File: config.mk
export PLATFORM = sky130hd
export DESIGN_NAME = counter_event_logger
export DESIGN_NICKNAME = d
export VERILOG_FILES = /design/src/rtl/counter_event_logger.sv
export SDC_FILE = /design/constraint.sdc
export NUM_CORES = 1
export LEC_CHECK = 0
export CORE_UTILIZATION = 24
export CTS_CLUSTER_SIZE = 16
export DETAILED_ROUTE_END_ITERATION = 7
export GPL_TIMING_DRIVEN = 0
export PLACE_DENSITY = 0.36
export SETUP_SLACK_MARGIN = 0.1
export SLEW_MARGIN = 5
export SYNTH_ARGS = -nofsm -noshare
export SYNTH_HDL_FRONTEND = slang
export SYNTH_SLANG_ARGS = --single-unit
File: constraint.sdc
create_clock -name clk -period 6.61 [get_ports clk]
set_input_delay 0.9915 -clock clk [delete_from_list [all_inputs] [get_ports clk]]
set_output_delay 0.9915 -clock clk [all_outputs]
set_load 0.005 [all_outputs]
File: src/rtl/counter_event_logger.sv
// counter_event_logger: watches a free-running counter, classifies each valid
// sample as START / WRAP / JUMP, and queues the events with a cycle timestamp
// in a small FIFO drained by a valid/ready reader.
module counter_event_logger #(
  parameter int WIDTH    = 8,
  parameter int DEPTH    = 8,
  parameter int TS_WIDTH = 16
) (
  input  logic                     clk,
  input  logic                     reset,
  input  logic [WIDTH-1:0]         cnt_in,
  input  logic                     cnt_valid,
  output logic                     ev_valid,
  input  logic                     ev_ready,
  output logic [1:0]               ev_code,
  output logic [WIDTH-1:0]         ev_value,
  output logic [TS_WIDTH-1:0]      ev_time,
  output logic [$clog2(DEPTH):0]   level,
  output logic [7:0]               drop_cnt
);

  localparam int AW = $clog2(DEPTH);
  localparam int LW = AW + 1;
  localparam int EW = 2 + WIDTH + TS_WIDTH;

  typedef enum logic [1:0] {
    EV_START = 2'd0,
    EV_WRAP  = 2'd1,
    EV_JUMP  = 2'd2
  } ev_code_t;

  // Observation state
  logic [WIDTH-1:0]    r_prev;
  logic                r_have_prev;
  logic [TS_WIDTH-1:0] r_ts;

  // FIFO state; r_head mirrors the entry at r_rd_ptr so outputs are registered
  logic [EW-1:0]       r_mem [DEPTH];
  logic [AW-1:0]       r_rd_ptr;
  logic [AW-1:0]       r_wr_ptr;
  logic [LW-1:0]       r_level;
  logic [7:0]          r_drop_cnt;
  logic                r_ev_valid;
  logic [EW-1:0]       r_head;

  logic [WIDTH-1:0]    w_prev_inc;
  logic                w_push;
  ev_code_t            w_code;
  logic [EW-1:0]       w_entry;
  logic                w_pop;
  logic                w_full;
  logic                w_accept;
  logic                w_drop;
  logic [AW-1:0]       w_rd_ptr_inc;
  logic [LW-1:0]       w_level_next;
  logic [EW-1:0]       w_head_next;

  assign w_prev_inc   = r_prev + WIDTH'(1);
  assign w_entry      = {w_code, cnt_in, r_ts};
  assign w_pop        = r_ev_valid & ev_ready;
  assign w_full       = (r_level == LW'(DEPTH));
  assign w_accept     = w_push & (~w_full | w_pop);
  assign w_drop       = w_push & ~w_accept;
  assign w_rd_ptr_inc = r_rd_ptr + AW'(1);

  // Classify the current sample; an in-sequence step other than the wrap is silent
  // NOTE: every signal driven here gets a default first so no latch is inferred.
  always_comb begin
    w_push = 1'b0;
    w_code = EV_JUMP;
    if (cnt_valid) begin
      if (!r_have_prev) begin
        w_push = 1'b1;
        w_code = EV_START;
      end else if (cnt_in == w_prev_inc) begin
        if (cnt_in == '0) begin
          w_push = 1'b1;
          w_code = EV_WRAP;
        end
      end else begin
        w_push = 1'b1;
        w_code = EV_JUMP;
      end
    end
  end

  // Next occupancy and next head entry after this cycle's push/pop
  always_comb begin
    w_level_next = r_level;
    w_head_next  = r_head;
    case ({w_accept, w_pop})
      2'b10:   w_level_next = r_level + LW'(1);
      2'b01:   w_level_next = r_level - LW'(1);
      default: w_level_next = r_level;
    endcase
    // The pushed entry becomes head when the queue is (or is about to be) empty
    if (w_accept && (w_pop ? (r_level == LW'(1)) : (r_level == '0))) begin
      w_head_next = w_entry;
    end else if (w_pop) begin
      w_head_next = r_mem[w_rd_ptr_inc];
    end
  end

  // Control state, timestamp and registered outputs
  // NOTE: sequential state uses non-blocking assignments so every flop samples pre-edge values.
  always_ff @(posedge clk) begin
    if (reset) begin
      r_prev      <= '0;
      r_have_prev <= 1'b0;
      r_ts        <= '0;
      r_rd_ptr    <= '0;
      r_wr_ptr    <= '0;
      r_level     <= '0;
      r_drop_cnt  <= '0;
      r_ev_valid  <= 1'b0;
      r_head      <= '0;
    end else begin
      r_ts <= r_ts + TS_WIDTH'(1);
      if (cnt_valid) begin
        r_prev      <= cnt_in;
        r_have_prev <= 1'b1;
      end else begin
        r_have_prev <= 1'b0;
      end
      if (w_accept) r_wr_ptr <= r_wr_ptr + AW'(1);
      if (w_pop)    r_rd_ptr <= w_rd_ptr_inc;
      if (w_drop && (r_drop_cnt != 8'hFF)) r_drop_cnt <= r_drop_cnt + 8'd1;
      r_level    <= w_level_next;
      r_ev_valid <= (w_level_next != '0);
      r_head     <= w_head_next;
    end
  end

  // Event storage written on every accepted push
  // NOTE: the storage array is deliberately not reset; level/pointers alone define which entries are live.
  always_ff @(posedge clk) begin
    if (w_accept) r_mem[r_wr_ptr] <= w_entry;
  end

  assign ev_valid = r_ev_valid;
  assign ev_code  = r_head[EW-1 -: 2];
  assign ev_value = r_head[TS_WIDTH +: WIDTH];
  assign ev_time  = r_head[TS_WIDTH-1:0];
  assign level    = r_level;
  assign drop_cnt = r_drop_cnt;

endmodule

==> metrics.md <==
| Metric | Value |
|---|---|
| Overall power | `4.727 mW` |
| Startpoint Class | `primary input` |
| Port Buffers | `48` |
| Routed Antenna Nets | `0` |
| Mapped Cells | `721` |
| CTS max path bufs | `3` |
| Post-CTS Setup Bufs | `0` |
| Crit-path max FO | `12` |
| Yosys reg bits | `278` |
| M1 WL | `15260 µm` |
| Syn Std Cell Area | `0.01122 mm²` |
| Main synth FF type | `edfxtp_1` |
| CP Cell Sequence | `clkdlybuf4s50_1, xnor2_1, a2111oi_2, o21a_1, o2111ai_2, o211ai_2, nand2b_1, nor3b_2, buf_4, buf_4, buf_4` |
| Max VDD drop | `0.0001469 V` |
| Die height | `218.3 µm` |
| Final Util | `0.3045` |
| Crit. End Element | `flip-flop` |
| Ys Warns | `0` |
| Via-to-Cell Ratio | `4.457` |
| Final Max Slew Viols | `0` |
| Hold Buf Count CTS | `0` |
| CTS tree | `done` |
| Drt pass-1 iters | `4` |
| CTS sink count | `278` |
| Fin crit period | `4.430 ns` |
| Dpl hpwl | `20820 µm` |
| Slew HR | `0.2043` |
| Final setup TNS | `0 ns` |
| Yosys cell types | `48` |
| Cell Count, Final, Fillers Out | `1463` |
| Async SR Flop Fraction | `0` |
| Antenna diodes | `0` |
| Register area share after synthesis | `0.6814` |
| Class of the most critical setup path | `primary input to flip-flop` |
| Maxcap violations | `0` |
| Dpl ws | `1.658 ns` |
| Nets | `857` |
| Number of global-route vias before repair | `6674` |
| Crit-path most repeated cell | `buf_4` |
| FMAX | `0.2257 GHz` |
| Root Buffer | `clkbuf_16` |
| Leak | `4.442 nW` |
| Synth-to-Final Area Change | `24.18%` |
| Post-synth EDFFs | `208` |
| Crit path DAT | `4.64 ns` |
| Grt ovf | `0` |
| Worst-skew pair later-pin latency | `0.51 ns` |
| I/O pin total | `51` |
| Inst Count DP | `1401` |
| Share of layout cells above drive strength 1 | `0.1877` |
| GRT Util Overall | `0.1319` |
| Status | `complete, no violations` |
| Power per cell area | `339.2 mW/mm²` |
| Max H-tree Level | `2` |
| RSZ-0062 raised after global routing | `no` |
| Post-synthesis net count | `741` |
| Gp weighted congestion | `0.7030` |
| Worst-path cell with the longest stage delay | `clkdlybuf4s50_1` |
| Clock transition at path regs | `0.06 ns` |
| Die area | `0.04763 mm²` |
| Crit-path max cell delay | `0.75 ns` |
| Avg Cell Area, Syn | `15.57 µm²` |
| Post-DR wirelength/cell | `21.20 µm` |
| # DRC | `0` |
| Post-CTS resize count | `0` |
| Core area | `0.04577 mm²` |
| Largest net degree at the start of global routing | `15` |
| Setup violators final | `0` |
| Max layer used | `met4` |
| Met3 wire length | `981 µm` |
| Post-route clock period utilization | `0.6703` |
| Initial antenna violation count | `0` |
| Critical Path RT | `6.82 ns` |
| TritonCTS Buffers | `34` |
| Setup Skew | `0.01020 ns` |
| Least-Margin Pin Slew | `1.189 ns` |
| Via Count | `6520` |
| FP Rows | `78` |
| Worst Hold Class | `flip-flop to flip-flop` |
| Horiz. Die Dim | `218.3 µm` |
| First-pass GRT wire length | `45530 µm` |
| Initial Util | `0.2452` |
| Setup ws final | `2.180 ns` |
| Initial DRC count | `395` |
| Routed wl met2 | `14190 µm` |
| Final hold violations | `0` |
| Detailed Route WL | `31010 µm` |
==> final cells by class <==
| type | instances | area, µm² |
|---|---|---|
| inverter | 9 | 33.78 |
| buffer | 43 | 177.7 |
| sequential | 278 | 7647 |
| timing repair buffer | 80 | 767.0 |
| fill | 4552 | 31830 |
| multi-input combinational | 391 | 3411 |
| tap | 600 | 750.7 |
| clock inverter | 15 | 146.4 |
| clock buffer | 47 | 1003 |
==> through the flow <==
stage	area [µm²]	hold slack, ns
final	13940	0.4723
after global routing	13940	0.4979
after CTS	13940	0.4715
after detailed placement	12790	0.4633
after global placement	12450	0.4613
after floorplan	11220	0.4400
==> state kept, by name, summed over array words and instances (netlist names) <==
signal / cells
r_mem: 208
r_head: 26
r_ts: 16
drop_cnt: 8
r_prev: 8
level: 4
r_rd_ptr: 3
r_wr_ptr: 3
ev_valid: 1
r_have_prev: 1
==> cells by family (layout without fill, tap and decap cells) <==
kind of cell             Yosys count  in the layout  synth area share
AND/OR/NAND/NOR                  176            176           0.07068
XOR/XNOR                          33             33           0.02575
flip-flops                       278            278            0.6814
AO/OA/AOI/OAI                     79             79           0.05162
multiplexers                      95             95            0.1428
adder cells (fa/ha/maj)            8              8          0.008919
buffers and inverters             52            194           0.01884
==> where the power goes <==
part	total, mW	internal (mW)	switching [mW]
Sequential	2.03	1.96	0.0661
Combinational	0.802	0.356	0.446
Clock	1.89	1.18	0.717
Total	4.73	3.50	1.23
==> worst max-delay path: cells and delay by family <==
family,cells,cell delay (ns)
and+or+nand+nor,2,0.65
xor gates and xnor gates,1,0.48
buffers and inverters,4,1.47
AOI/OAI and AO/OA,4,1.03
==> final timing paths <==
path | start | to | slack, ns | cells past startpoint
hold reg to reg | r_rd_ptr[1] | r_rd_ptr[1] | 0.47 | 2
setup reg to reg | r_prev[0] | r_mem[2][7] | 3.06 | 11
setup / recovery | cnt_in[7] | r_mem[2][7] | 2.18 | 11
hold / removal | r_rd_ptr[1] | r_rd_ptr[1] | 0.47 | 2
==> cells in the mapped netlist (2+ instances only) <==
library cell,count,area share
nor3b_1,3,0.0020
nand2_1,73,0.024
clkbuf_1,29,0.0097
a31oi_1,3,0.0017
a21oi_1,30,0.013
or3_1,4,0.0022
mux4_2,52,0.10
o21ai_0,4,0.0018
edfxtp_1,208,0.56
and2_1,4,0.0022
o211ai_2,2,0.0022
dfxtp_1,70,0.12
xnor2_1,15,0.012
nor4b_1,2,0.0016
buf_1,3,0.0010
o21a_1,2,0.0013
nor3_1,11,0.0049
nand4_1,3,0.0017
o221ai_1,26,0.020
inv_1,9,0.0030
nor2_1,44,0.015
ha_1,8,0.0089
nand3_1,14,0.0062
buf_2,10,0.0045
nor2b_1,4,0.0022
xor2_1,18,0.014
and3_1,5,0.0028
mux2i_1,42,0.037
nor4_1,4,0.0022
==> layout by cell type (no fill, tap or decap), drive strengths merged, types with 3 or more instances in the layout <==
cell type	count
edfxtp	208
clkbuf	76
nand2	73
dfxtp	70
mux4	52
clkdlybuf4s50	48
buf	46
nor2	45
mux2i	42
a21oi	30
o221ai	26
xor2	18
xnor2	15
nand3	14
nor3	11
clkinv	11
inv	9
ha	8
and3	5
o21ai	5
nor2b	4
or3	4
and2	4
nor4	4
a31oi	3
nand4	3
bufinv	3
nor3b	3
==> per-layer routing <==
| metal | global-route usage | vias up |
|---|---|---|
| li1 | - | 3024 |
| met1 | 0.1870 | 3338 |
| met2 | 0.2065 | 112 |
| met3 | 0.02310 | 46 |
| met4 | 0.03450 | 0 |
| met5 | 0 | - |
Power figures use the tool's default switching activity.
